`src/rtl/tx_word_uart_if.sv`:
```
// Controller-facing bundle for tx_word_uart: word strobe/ready handshake, serial line, debug state.
// LOGIP_GROUP_MASK_EN adds the per-byte disable mask grp_dis_i.
interface tx_word_uart_if #(
  parameter int TX_WIDTH = 32
);
  // Handshake: a word transfers on a rising clk_i edge where tx_stb_i && tx_rdy_o;
  // tx_i (and grp_dis_i) are sampled only on that edge and may change freely otherwise.
  logic                tx_stb_i;
  logic [TX_WIDTH-1:0] tx_i;
  logic                tx_rdy_o;
  logic                uart_tx_o;
  logic [1:0]          state_o;
`ifdef LOGIP_GROUP_MASK_EN
  logic [TX_WIDTH/8-1:0] grp_dis_i;

  modport master (output tx_stb_i, tx_i, grp_dis_i, input tx_rdy_o, uart_tx_o, state_o);
  modport slave  (input tx_stb_i, tx_i, grp_dis_i, output tx_rdy_o, uart_tx_o, state_o);
`else
  modport master (output tx_stb_i, tx_i, input tx_rdy_o, uart_tx_o, state_o);
  modport slave  (input tx_stb_i, tx_i, output tx_rdy_o, uart_tx_o, state_o);
`endif
endinterface

```
`src/rtl/tx_word_uart.sv`:
```
// Sends each accepted TX_WIDTH-bit word as TX_WIDTH/8 back-to-back 8N1 frames, LSB byte first.
// Optional LOGIP_GROUP_MASK_EN: bytes flagged in grp_dis_i are skipped entirely.
module tx_word_uart #(
  parameter int TX_WIDTH     = 32,
  parameter int CLKS_PER_BIT = 868
) (
  input  logic         clk_i,
  input  logic         rst_i,
  tx_word_uart_if.slave bus
);
  localparam int NB     = TX_WIDTH / 8;
  localparam int BYTE_W = (NB > 1) ? $clog2(NB) : 1;
  localparam int BAUD_W = $clog2(CLKS_PER_BIT);

  if (TX_WIDTH % 8 != 0 || TX_WIDTH < 8 || CLKS_PER_BIT < 2) begin : g_param_err
    $error("tx_word_uart: TX_WIDTH must be a multiple of 8 (>= 8) and CLKS_PER_BIT >= 2");
  end

  typedef enum logic [1:0] {IDLE, START, DATA, STOP} state_t;

  state_t                state_q, state_d;
  logic [BAUD_W-1:0]     baud_q, baud_d;
  logic [2:0]            bit_q, bit_d;
  logic [BYTE_W-1:0]     byte_q, byte_d;
  logic [NB-1:0][7:0]    word_q, word_d;
  logic [NB-1:0]         en_q, en_d;
  logic                  rdy_q, rdy_d;
  logic                  line_q, line_d;
  logic                  accept;
  logic                  bit_end;
  logic [NB-1:0]         en_in;
  logic [BYTE_W:0]       first_en;
  logic [BYTE_W:0]       next_en;

  // Lowest enabled byte index >= from; MSB of the result flags that one exists.
  function automatic logic [BYTE_W:0] find_en(input logic [NB-1:0] mask, input int from);
    logic [BYTE_W:0] r;
    r = '0;
    for (int i = NB - 1; i >= 0; i--) begin
      if (i >= from && mask[i]) r = {1'b1, BYTE_W'(i)};
    end
    return r;
  endfunction

`ifdef LOGIP_GROUP_MASK_EN
  assign en_in = ~bus.grp_dis_i;
`else
  assign en_in = '1;
`endif

  assign accept   = (state_q == IDLE) && rdy_q && bus.tx_stb_i;
  assign bit_end  = (baud_q == BAUD_W'(CLKS_PER_BIT - 1));
  assign first_en = find_en(en_in, 0);
  assign next_en  = find_en(en_q, int'(byte_q) + 1);

  always_comb begin
    state_d = state_q;
    baud_d  = baud_q;
    bit_d   = bit_q;
    byte_d  = byte_q;
    word_d  = word_q;
    en_d    = en_q;
    case (state_q)
      IDLE: begin
        if (accept) begin
          word_d = bus.tx_i;
          en_d   = en_in;
          baud_d = '0;
          bit_d  = '0;
          // With every byte disabled the word is consumed without leaving IDLE.
          if (first_en[BYTE_W]) begin
            state_d = START;
            byte_d  = first_en[BYTE_W-1:0];
          end
        end
      end
      START: begin
        baud_d = baud_q + BAUD_W'(1);
        if (bit_end) begin
          baud_d  = '0;
          bit_d   = '0;
          state_d = DATA;
        end
      end
      DATA: begin
        baud_d = baud_q + BAUD_W'(1);
        if (bit_end) begin
          baud_d = '0;
          if (bit_q == 3'd7) state_d = STOP;
          else               bit_d   = bit_q + 3'd1;
        end
      end
      STOP: begin
        baud_d = baud_q + BAUD_W'(1);
        if (bit_end) begin
          baud_d = '0;
          bit_d  = '0;
          if (next_en[BYTE_W]) begin
            state_d = START;
            byte_d  = next_en[BYTE_W-1:0];
          end else begin
            state_d = IDLE;
            byte_d  = '0;
          end
        end
      end
      default: state_d = IDLE;
    endcase

    // Outputs are computed from next state so the flops present them one cycle after the decision.
    rdy_d = (state_d == IDLE) && !accept;
    case (state_d)
      START:   line_d = 1'b0;
      DATA:    line_d = word_d[byte_d][bit_d];
      default: line_d = 1'b1;
    endcase
  end

  always_ff @(posedge clk_i or posedge rst_i) begin
    if (rst_i) begin
      state_q <= IDLE;
      baud_q  <= '0;
      bit_q   <= '0;
      byte_q  <= '0;
      word_q  <= '0;
      en_q    <= '0;
      rdy_q   <= 1'b1;
      line_q  <= 1'b1;
    end else begin
      state_q <= state_d;
      baud_q  <= baud_d;
      bit_q   <= bit_d;
      byte_q  <= byte_d;
      word_q  <= word_d;
      en_q    <= en_d;
      rdy_q   <= rdy_d;
      line_q  <= line_d;
    end
  end

  assign bus.tx_rdy_o  = rdy_q;
  assign bus.uart_tx_o = line_q;
  assign bus.state_o   = state_q;
endmodule

```
`src/flat_wrapper.sv`:
```
// flat-port wrapper written by rule: the top's interface ports become plain ports
module tx_word_uart_flat 
#(
  parameter int TX_WIDTH     = 32,
  parameter int CLKS_PER_BIT = 868
)
  (clk_i, rst_i, bus_tx_stb_i, bus_tx_i, bus_tx_rdy_o, bus_uart_tx_o, bus_state_o);
  tx_word_uart_if #(.TX_WIDTH(TX_WIDTH)) bus_i ();
  input  logic clk_i;
  input  logic rst_i;
  input wire logic [$bits(bus_i.tx_stb_i)-1:0] bus_tx_stb_i;
  input wire logic [$bits(bus_i.tx_i)-1:0] bus_tx_i;
  output wire logic [$bits(bus_i.tx_rdy_o)-1:0] bus_tx_rdy_o;
  output wire logic [$bits(bus_i.uart_tx_o)-1:0] bus_uart_tx_o;
  output wire logic [$bits(bus_i.state_o)-1:0] bus_state_o;
  assign bus_i.tx_stb_i = bus_tx_stb_i;
  assign bus_i.tx_i = bus_tx_i;
  assign bus_tx_rdy_o = bus_i.tx_rdy_o;
  assign bus_uart_tx_o = bus_i.uart_tx_o;
  assign bus_state_o = bus_i.state_o;
  tx_word_uart #(.TX_WIDTH(TX_WIDTH), .CLKS_PER_BIT(CLKS_PER_BIT)) u_core (.clk_i(clk_i), .rst_i(rst_i), .bus(bus_i));
endmodule
```
`config.mk`:
```
export PLATFORM = sky130hd
export DESIGN_NAME = tx_word_uart_flat
export DESIGN_NICKNAME = d
export VERILOG_FILES = /design/src/rtl/tx_word_uart_if.sv /design/src/rtl/tx_word_uart.sv /design/src/flat_wrapper.sv
export SDC_FILE = /design/constraint.sdc
export NUM_CORES = 1
export LEC_CHECK = 0
export ABC_AREA = 1
export CELL_PAD_IN_SITES_DETAIL_PLACEMENT = 0
export CELL_PAD_IN_SITES_GLOBAL_PLACEMENT = 2
export CORE_MARGIN = 5
export CORE_UTILIZATION = 30
export DETAILED_ROUTE_END_ITERATION = 6
export GPL_TIMING_DRIVEN = 0
export PLACE_DENSITY = 0.75
export SYNTH_ARGS = -nofsm -noshare
export SYNTH_HDL_FRONTEND = slang
export SYNTH_SLANG_ARGS = --single-unit
```
`constraint.sdc`:
```
create_clock -name clk_i -period 6 [get_ports clk_i]
set_input_delay 0.9 -clock clk_i [delete_from_list [all_inputs] [get_ports clk_i]]
set_output_delay 0.9 -clock clk_i [all_outputs]
set_load 0.01 [all_outputs]
```
* After elaboration in Yosys (flattened, before gate mapping)
Cells that the tools add are included.
** Word-level totals
- Output and inout bits :: 4
- Input bits :: 35
- Word-level logic and storage cells :: 71
- Flip-flop bits (word level) :: 52
** Operators by class
- Reduce and logical (&&, ||, !) cells :: 13
- Equality and inequality tests :: 8
- Add/sub/neg operators :: 3
- Mux-type cells :: 30
- Order comparisons :: 6
** Operators by type and width (count)
- 3-bit by 32-bit >= comparator with 1-bit output (first input constant) :: 2
- 32-bit 2-to-1 mux :: 2
- 1-bit by 32-bit >= comparator with 1-bit output (first input constant) :: 1
- 2-bit by 32-bit >= comparator with 1-bit output (first input constant) :: 1
- 3-bit 2-to-1 mux :: 8
- 10-bit 2-to-1 mux :: 2
- 10-bit case mux with 2 select lines :: 1
- 8-bit binary-select mux with 2-bit select :: 1
- 2-bit 2-to-1 mux :: 8
- 10-bit by 1-bit adder with 10-bit output (second input constant) :: 1
- 10-bit == test (second input constant) :: 1
- 3-bit case mux with 3 select lines :: 1
- 8-bit 2-to-1 mux :: 1
- 2-bit case mux with 4 select lines :: 1
- 1-bit logical AND :: 7
- 2-bit == test (second input constant) :: 3
- 2-bit by 1-bit == test with 1-bit output (second input constant) :: 2
- 2-bit zero test :: 2
- 3-bit by 4-bit less-than comparator with 1-bit output (second input constant) :: 1
- 2-bit case mux with 2 select lines :: 1
- 2-bit by 1-bit adder with 3-bit output (second input constant) :: 1
- 3-bit by 1-bit adder with 3-bit output (second input constant) :: 1
- 1-bit binary-select mux with 3-bit select :: 1
- 3-bit == test (second input constant) :: 1
- 8 further kinds :: 9

* Depth between registers and ports, before layout
- Word-level depth :: 15
- Depth in mapped cells :: 17
- Depth with buffers taken out :: 17

* Worst setup path after synthesis
OpenSTA, ideal clock, no wires.
- Kind :: input port to flip-flop
- Start point :: in bus_tx_stb_i
- End point :: reg u_core.line_q (netlist: u_core.bus.uart_tx_o)
- Setup time :: 0.078 ns
- Required time :: 5.922 ns
- Cell stages on the path :: 15
- Data arrival time :: 2.203 ns
- Setup slack :: 3.719 ns
- Path buffers :: 1
- Cells stage by stage :: nand3_4 nand2_2 inv_2 or2_4 nand2_4 nand2_4 buf_6 nand2_1 nand3_1 nand3_1 nand3_1 nand3_1 nand2_1 nand2_1 nand2_1
** Between the ends
- Longest elaborated chain between the ends :: 8
- Elaborated cells between the ends (all ways) :: 16
- Classes of those cells :: eq/ne: 2; mux: 13; reduce/logical: 1
** RTL lines
- from (decl) :: RTL line flat_wrapper.sv:11 : input wire logic [$bits(bus_i.tx_stb_i)-1:0] bus_tx_stb_i;
- 1-bit logical AND :: RTL line tx_word_uart.sv:51 : assign accept = (state_q == IDLE) && rdy_q && bus.tx_stb_i;
- 2-bit 2-to-1 mux :: RTL line tx_word_uart.sv:65 : if (accept) begin
- 2-bit case mux with 2 select lines :: RTL line tx_word_uart.sv:63 : case (state_q)
- named net u_core.byte_d[0] :: RTL line tx_word_uart.sv:24 : logic [BYTE_W-1:0] byte_q, byte_d;
- 8-bit binary-select mux with 2-bit select :: RTL line tx_word_uart.sv:114 : DATA: line_d = word_d[byte_d][bit_d];
- 8-bit 2-to-1 mux (not written as such) :: RTL line tx_word_uart.sv:114
- 1-bit binary-select mux with 3-bit select :: RTL line tx_word_uart.sv:114
- 1-bit 2-to-1 mux (not written as such) :: RTL line tx_word_uart.sv:114
- 1-bit case mux with 2 select lines :: RTL line tx_word_uart.sv:112 : case (state_d)
- named net u_core.line_d :: RTL line tx_word_uart.sv:28 : logic line_q, line_d;
- to (signal assigned) :: RTL line tx_word_uart.sv:137 : line_q <= line_d;
- to (decl) :: RTL line tx_word_uart.sv:28
The timed path passes the listed nets, and every way through them passes these cells. The select of a mux whose other input is x is not followed.
A chain may end at the register's enable or synchronous reset.

* Worst setup path in the final report
Same ends and word-level chain as after synthesis.

==> metrics.md <==
| Metric | Value |
|---|---|
| Outcome | `complete, no violations` |
| Mean Syn Cell Area | `7.72 um2` |
| DIE AREA | `11100 um2` |
| Die Ht | `105 um` |
| Post-synth top area cell | `dfrtp_1` |
| Worst slew pin tran | `around 560 ps` |
| Net Count, Synth | `396` |
| DRC | `0` |
| Minimum clock period | `just under 3000 ps` |
| Setup crit start kind | `primary input` |
| PwrDens | `between 150 and 200 nW/um2` |
| Wire per inst | `13.8 um` |
| IO Pins | `39` |
| # Max-Cap Violations | `0` |
| Max-slew headroom | `62.9%` |
| Wirelength, routed | `about 7000 um` |
| Initial antenna violation count | `0` |
| CP max stage cell | `clkdlybuf4s50_1` |
| Final Hold Vio Count | `0` |
| CP endpoint kind | `flip-flop` |
| Top cell type's share of synthesized area | `45.8%` |
| CTS tree | `yes` |
| Share of cells above drive strength 1 | `under 10%` |
| PostCTS Resize Cnt | `0` |
| Starting Density | `31.0%` |
| Int Power | `0.457 mW` |
| Number of flops mapped to enable cells by yosys | `0` |
| Asr flop ratio synth | `100%` |
| Number of synthesized register bits | `52` |
| Logic pwr share | `5.1%` |
| P_sw | `0.143 mW` |
| Reg2Reg Setup Slack | `3260 ps` |
| Post-synth top flop | `dfrtp_1` |
| Yosys cell types | `33` |
| Clock Power Share | `36.5%` |
| First-pass DRT Iterations | `4` |
| Dpl ws | `2790 ps` |
| Setup bufs post-CTS | `0` |
| Clock buffer depth | `2` |
| Setup repair after global routing missed its margin | `no` |
| Largest net degree at the start of global routing | `a little over 40` |
| Skew-Pair Late Insertion Delay | `310 ps` |
| Number of I/O port buffers | `38` |
| Hold buffers post-CTS | `0` |
| CP Max Fanout | `10` |
| Max incr delay on CP | `around 500 ps` |
| Iter 0 DRT Violations | `104` |
| H-Tree Depth | `2` |
| Peak VDD IR | `between 0.00008 and 0.00009 V` |
| Synth Instances | `354` |
| Grt ovf | `0` |
| Clock buffer count from CTS | `5` |
| First-pass GRT wire length | `11800 um` |
| Routed Antenna Nets | `0` |
| CP arrival | `3130 ps` |
| Final worst slack | `3110 ps` |
| Chip Width | `105 um` |
| Total core area | `around 8800 um2` |
| Final Setup Violations | `0` |
| Final period util | `48.1%` |
| Sequential-to-total area share from yosys stat | `47.7%` |
| Fmax | `0.347 GHz` |
| Hold crit path type | `flip-flop to flip-flop` |
| Vias in the first global route | `2358` |
| Synthesized area | `2730 um2` |
| Fin Setup TNS | `0 ps` |
| Synthesis-to-layout area growth | `23.1%` |
| CTS sink cnt | `52` |
| WS Path Type | `primary input to flip-flop` |
| Via count | `2375` |
| Commonest non-fill, non-tap cell in the layout | `nand2_1` |
| Leak | `1.68 nW` |
| Switch share | `23.8%` |
| Final Skew | `between 10 and 15 ps` |
| Flop pwr share | `58.4%` |
| Crit path cell chain | `clkdlybuf4s50_1, nand3_4, nand2_2, inv_2, or2_4, nand2_1, nand2_2, inv_2, nand3_1, nand3_1, nand3_1, nand3_1, nand2_1, nand2_1, nand2_1` |
| # diodes | `0` |
| Vias per cell | `4.67` |
| GP Congestion | `0.816` |
| YS warnings | `0` |
| Nets | `442` |
| Commonest non-fill, non-tap cells in the layout | `148 x nand2_1, 54 x nand3_1, 50 x dfrtp_1` |
| CTS Root Cell | `clkbuf_8` |
| Num rows | `34` |
| Worst-path clk slew | `approximately 100 ps` |
| Top cells by area, synth | `dfrtp_1 46%, nand2_1 20%, nand3_1 9.9%` |
| GRT Total Usage | `13.2%` |
| WP data required | `about 6200 ps` |
| Worst hold slack | `488 ps` |
| Fin. max-slew vios | `0` |
| HPWL Detailed | `between 5000 and 6000 um` |
kinds of logic (layout without fill, tap and decap cells):
group | after synthesis | count (layout) | synth area share [%]
buffers and inverters | 36 | 83 | 5.54
adder cells (fa/ha/maj) | 7 | 7 | 3.20
AND/OR/NAND/NOR | 226 | 226 | 36.1
AO/OA/AOI/OAI | 29 | 29 | 6.18
flip-flops | 52 | 52 | 47.7
XOR/XNOR | 4 | 4 | 1.28
Yosys cell counts (3+ instances only):
cell	number
dfrtp_1	50
ha_1	7
nor2_1	8
clkbuf_1	6
nand2_1	148
nand3_1	54
o21ai_0	9
or2_2	3
o22ai_1	3
xor2_1	4
a21oi_1	10
inv_1	24
layer usage:
| layer | GRT usage [%] | share of wire (%) |
|---|---|---|
| met1 | 18.4 | 48 |
| met2 | 21.2 | 48 |
| met3 | 2.32 | 3.4 |
| met4 | 3.09 | 1.1 |
| met5 | 0 | 0 |
worst paths after layout:
path                                                 startpoint                        endpoint  cells after the start
min in group asynchronous                                 rst_i    u_core.baud_q[8]$_DFFE_PP0P_                      2
worst max register to register  u_core.bus.state_o[0]$_DFF_PP0_  u_core.bus.uart_tx_o$_DFF_PP1_                     16
worst min-delay path                u_core.word_q[18]$_DFF_PP0_     u_core.word_q[18]$_DFF_PP0_                      2
worst min register to register      u_core.word_q[18]$_DFF_PP0_     u_core.word_q[18]$_DFF_PP0_                      2
max in group asynchronous                                 rst_i       u_core.bit_q[2]$_DFF_PP0_                      3
worst max-delay path                               bus_tx_stb_i  u_core.bus.uart_tx_o$_DFF_PP1_                     15
power groups by stage:
stage / clock network [mW] / logic (mW) / registers [mW]
6_report: 0.219 / 0.0309 / 0.350
5_1_grt: 0.248 / 0.0338 / 0.350
4_1_cts: 0.233 / 0.0319 / 0.350
3_5_place_dp: 0 / 0.0319 / 0.357
3_3_place_gp: 0 / 0.0299 / 0.357
2_1_floorplan: 0 / 0.00512 / 0.357
sequential cells by signal, indices dropped and copies added (netlist names):
register,count
u_core.word_q,32
u_core.byte_q,2
u_core.bit_q,3
u_core.bus.uart_tx_o,1
u_core.en_q,1
u_core.bus.state_o,2
u_core.bus.tx_rdy_o,1
u_core.baud_q,10
per-stage QoR:
step / std cells / util, % / cell area (um2) / power, mW
after global placement: 500 / 36.9 / 3250 / 0.387
after floorplan: 354 / - / 2730 / 0.362
after detailed placement: 501 / 37.1 / 3270 / 0.389
after global routing: 509 / 38.2 / 3360 / 0.632
final: 509 / 38.2 / 3360 / 0.600
after CTS: 509 / 38.2 / 3360 / 0.615
worst max-delay path, delay by kind of cell:
family	cells	cell delay (ps)
buffers and inverters	3	790
AND/OR/NAND/NOR	12	1420
cell type report:
| type | count | area (um2) |
|---|---|---|
| Timing Repair Buffer | 39 | 400 |
| Tap cell | 108 | 135 |
| Inverter | 27 | 101 |
| Fill cell | 945 | 5440 |
| Sequential cell | 52 | 1300 |
| Buffer | 9 | 50.0 |
| Multi-Input combinational cell | 266 | 1280 |
| Clock buffer | 5 | 68.8 |
| Clock inverter | 3 | 26.3 |
No activity file was read; power rests on OpenSTA's default activity.
